--- config.mk ---
export PLATFORM = sky130hd
export DESIGN_NAME = inst_sram_axi_bridge
export DESIGN_NICKNAME = d
export VERILOG_FILES = /design/src/rtl/inst_sram_axi_bridge.sv
export SDC_FILE = /design/constraint.sdc
export NUM_CORES = 1
export LEC_CHECK = 0
export BUFFER_PORTS_ARGS = -buffer_cell sky130_fd_sc_hd__buf_2
export CAP_MARGIN = 0
export CORE_MARGIN = 8
export CORE_UTILIZATION = 30
export CTS_CLUSTER_SIZE = 30
export DETAILED_ROUTE_END_ITERATION = 10
export PLACE_DENSITY = 0.79
export SLEW_MARGIN = 20
export SYNTH_ARGS = -nofsm -noshare
export SYNTH_HDL_FRONTEND = slang
export SYNTH_SLANG_ARGS = --single-unit
--- constraint.sdc ---
create_clock -name clk -period 1.6 [get_ports clk]
set_input_delay 0.4 -clock clk [delete_from_list [all_inputs] [get_ports clk]]
set_output_delay 0.4 -clock clk [all_outputs]
set_load 0.005 [all_outputs]
--- src/rtl/inst_sram_axi_bridge.sv ---
// Instruction-fetch SRAM-like to AXI read bridge: one AR in flight at a time,
// up to two reads outstanding, read data returned in issue order.
module inst_sram_axi_bridge (
    input  logic        clk,
    input  logic        resetn,
    // SRAM-like fetch port
    input  logic        inst_sram_en,
    input  logic        inst_sram_wr,
    input  logic [3:0]  inst_sram_wen,
    input  logic [31:0] inst_sram_wdata,
    input  logic [1:0]  inst_sram_size,
    input  logic [31:0] inst_sram_addr,
    output logic        inst_sram_addr_ok,
    output logic [31:0] inst_sram_addr_ok_addr,
    output logic        inst_sram_data_ok,
    output logic [31:0] inst_sram_rdata,
    // AXI AR channel
    output logic [3:0]  arid,
    output logic [31:0] araddr,
    output logic [7:0]  arlen,
    output logic [2:0]  arsize,
    output logic [1:0]  arburst,
    output logic [1:0]  arlock,
    output logic [3:0]  arcache,
    output logic [2:0]  arprot,
    output logic        arvalid,
    input  logic        arready,
    // AXI R channel
    input  logic [3:0]  rid,
    input  logic [31:0] rdata,
    input  logic [1:0]  rresp,
    input  logic        rlast,
    input  logic        rvalid,
    output logic        rready,
    // Debug visibility of the AR FSM and the outstanding-read counter
    output logic        dbg_ar_busy,
    output logic [1:0]  dbg_outstanding
);

    // Handshake rule: a transfer happens on a rising edge where valid && ready;
    // the source holds valid and payload stable until that edge.

    typedef enum logic {AR_IDLE = 1'b0, AR_BUSY = 1'b1} ar_state_t;

    ar_state_t   state, state_next;
    logic [1:0]  outstanding;
    logic        capture;
    logic        ar_hs;
    logic        r_hs;

    // Write controls and AXI response metadata carry no meaning for fetches.
    logic unused_ok;
    assign unused_ok = &{1'b0, inst_sram_wen, inst_sram_wdata, rid, rresp, rlast};

    assign arid    = 4'd0;
    assign arlen   = 8'd0;
    assign arburst = 2'b01;
    assign arlock  = 2'd0;
    assign arcache = 4'd0;
    assign arprot  = 3'd0;

    assign ar_hs = arvalid && arready;
    assign r_hs  = rvalid && rready;

    assign rready                 = (outstanding != 2'd0);
    assign inst_sram_addr_ok      = ar_hs;
    assign inst_sram_addr_ok_addr = araddr;
    assign inst_sram_data_ok      = r_hs;
    assign inst_sram_rdata        = rdata;

    assign dbg_ar_busy     = (state == AR_BUSY);
    assign dbg_outstanding = outstanding;

    always_comb begin
        state_next = state;
        capture    = 1'b0;
        case (state)
            AR_IDLE: begin
                // Registered counter: a slot freed this cycle is usable next cycle.
                if (inst_sram_en && !inst_sram_wr && (outstanding < 2'd2)) begin
                    capture    = 1'b1;
                    state_next = AR_BUSY;
                end
            end
            AR_BUSY: begin
                if (ar_hs) begin
                    state_next = AR_IDLE;
                end
            end
            default: state_next = AR_IDLE;
        endcase
    end

    always_ff @(posedge clk or negedge resetn) begin
        if (!resetn) begin
            state   <= AR_IDLE;
            arvalid <= 1'b0;
            araddr  <= 32'd0;
            arsize  <= 3'd0;
        end else begin
            state <= state_next;
            if (capture) begin
                arvalid <= 1'b1;
                araddr  <= inst_sram_addr;
                arsize  <= {1'b0, inst_sram_size};
            end else if (ar_hs) begin
                arvalid <= 1'b0;
            end
        end
    end

    always_ff @(posedge clk or negedge resetn) begin
        if (!resetn) begin
            outstanding <= 2'd0;
        end else if (ar_hs && !r_hs && (outstanding != 2'd2)) begin
            outstanding <= outstanding + 2'd1;
        end else if (r_hs && !ar_hs && (outstanding != 2'd0)) begin
            outstanding <= outstanding - 2'd1;
        end
    end

endmodule
==> results.json <==
{
  "drc": 0,
  "cts.sinks": 38,
  "cp_num_cells": 5,
  "r2r-start": "dbg_outstanding[1]",
  "critPathLaunch": "dbg_outstanding[1]",
  "grt_setup_unrepaired": "yes",
  "finalSetupViolCount": 28,
  "cpLargestDelayFamily": "buffers and inverters",
  "dieHeight_um": 101,
  "slowest_stage": "dfrtp_2",
  "layout_common_cells": "buf_2, dfrtp_1, mux2_4",
  "cts_htree_levels": 2,
  "ys_ff_latch": 38,
  "dp_cells": 328,
  "ios": 244,
  "ys_seq_area_share_pct": 44.0,
  "critPathMaxFanout": 7,
  "die_w_um": 101,
  "mostFrequentLayoutCell": "buf_2",
  "slew_violations": 0,
  "yosysUniqueCellTypes": 19,
  "worst_r2r_endpoint": "araddr[29]",
  "ant_nets": 0,
  "final.min_clock_period_ps": 1630,
  "max_stage_delay_ps": 430,
  "nets": 361,
  "fmax_mhz": 615,
  "cts_buffer_depth": 2,
  "antenna_found_initial": 0,
  "cp_num_buf_inv": 3,
  "yosysWarnings": 0,
  "syn_inst": 183,
  "drtPass1Iterations": 3,
  "r2r_cells": 5,
  "ys_async_sr_fraction_pct": 100,
  "synth.cell_area_um2": 2160,
  "min_path_type": "in -> async",
  "wl_um": 5170,
  "cp-end-kind": "flip-flop",
  "rows": 31,
  "criticalPathCategory": "reg -> reg",
  "drive_gt1_share_pct": 68.8,
  "synth_edf_count": 0,
  "wl_per_cell_um": 14.9,
  "detailed_place_hpwl_um": 3790,
  "cp.required_ps": 1770,
  "cts_tree": "done",
  "hold_viol": 0,
  "synthFlopType": "dfrtp_1",
  "maxCapViolCount": 0,
  "diodes": 0,
  "overflow": 0,
  "violations": "negative setup slack",
  "syn_avg_cell_area_um2": 11.8,
  "ir_drop_mv": 0.591,
  "fin_skew_ps": 3.36,
  "ctsRootBufferMaster": "clkbuf_8",
  "ctsHoldBuffers": 0,
  "layout.cells.non_filler": 346,
  "track_usage_pct": 8.40,
  "crit_path_end": "araddr[29]",
  "vias": 1359,
  "post-route-period-util_pct": 102,
  "final.setup.worst_slack_ps": -26.8,
  "gp_congestion": 0.730,
  "grt_max_degree": 23,
  "grt_pass1_wl_um": 6720,
  "vias_per_cell": 3.93,
  "clk_latency_ps": 280,
  "status": "complete, but fails checks",
  "cts_made_buffers": 5,
  "post-place-ws_ps": -29.4,
  "area_growth_pct": 22.9,
  "cpMostUsedCell": "buf_6",
  "hold_slack_ps": 71.1,
  "fill_cells": 713,
  "dieArea_um2": 10200,
  "rrSetupSlack_ps": -30,
  "area.sequential_um2": 952,
  "crit_path_start_kind": "flip-flop",
  "core_um2": 7100,
  "initial_utilization_pct": 30.4,
  "cp.arrival_ps": 1800,
  "grt_pass1_vias": 1378,
  "power.leakage_nw": 1.44,
  "port_buffers": 112,
  "clkTransAtPathRegs_ps": 70,
  "crit_chain": "buf_6 -> nor4b_4 -> buf_6 -> clkbuf_16 -> mux2_4",
  "pwr_density_cell_nw_per_um2": 1760,
  "multiInputGateArea_um2": 717,
  "drtIter0Drc": 35
}
-- timing repair --
| item | CTS | global route |
|---|---|---|
| resized for setup | 2 | 38 |
| gates cloned | 0 | 4 |
| setup buffers | 2 | 4 |
| pin swaps | 0 | 1 |
| setup endpoints to repair | 1 | 35 |
-- sequential cells by signal (all words and copies together), names as in the netlist --
register         flops
araddr              32
arsize               2
arvalid              1
dbg_ar_busy          1
dbg_outstanding      2
-- synthesized netlist by cell type (2+ instances only) --
| master | number | area share, % |
|---|---|---|
| nand2_1 | 3 | 0.52 |
| dfrtp_1 | 38 | 44 |
| a21o_1 | 2 | 0.69 |
| mux2_1 | 2 | 1.0 |
| mux2_2 | 32 | 17 |
| buf_6 | 3 | 1.6 |
| inv_1 | 3 | 0.52 |
| conb_1 | 2 | 0.35 |
| buf_4 | 88 | 31 |
-- power breakdown --
part | internal, mW | total (mW) | switching, mW
clock | 0.347 | 0.663 | 0.315
combinational | 1.42 | 2.24 | 0.816
sequential | 1.44 | 1.77 | 0.337
-- cell families (layout without fill, tap and decap cells) --
group / count (synthesis) / after routing / synth area share [%]
AO/OA/AOI/OAI: 6 / 6 / 2.08
XOR/XNOR: 1 / 1 / 0.405
buffers and inverters: 94 / 136 / 32.7
AND/OR/NAND/NOR: 8 / 8 / 2.78
multiplexers: 34 / 34 / 17.7
flip-flops: 38 / 38 / 44.0
other: 2 / 24 / 0.348
-- how the worst min path moves through the flow --
stage / end / startpoint
finish: arvalid / resetn
global route: dbg_outstanding[0] / resetn
CTS: arvalid / resetn
detailed placement: arvalid / resetn
global placement: arvalid / resetn
floorplan: araddr[0] / resetn
-- area by class of cell --
cell class / instances / share of cell area [%]
Tap cell: 99 / 4.67
Clock buffer: 7 / 3.25
Inverter: 3 / 0.424
Multi-Input combinational cell: 73 / 27.0
Sequential cell: 38 / 35.9
Clock inverter: 1 / 0.189
Timing Repair Buffer: 125 / 28.6
-- routing by layer --
layer | global-route usage (%) | vias to the layer above | routed length [µm]
li1 | - | 609 | -
met1 | 7.87 | 650 | 1910
met2 | 14.5 | 92 | 2500
met3 | 5.04 | 8 | 702
met4 | 3.49 | 0 | 52
met5 | 0 | - | 0
-- metrics by stage --
| step | total power [mW] | utilization [%] | instance area (µm²) | TNS, ps |
|---|---|---|---|---|
| floorplan | 3.15 | - | 2240 | -424 |
| global route | 5.01 | 37.4 | 2660 | -2040 |
| CTS | 4.34 | 33.7 | 2390 | -772 |
| global placement | 3.55 | 32.2 | 2280 | -118 |
| detailed placement | 3.61 | 32.2 | 2280 | -215 |
| finish | 4.68 | 37.4 | 2660 | -349 |
Note: power is estimated with default switching activity, not from simulation.
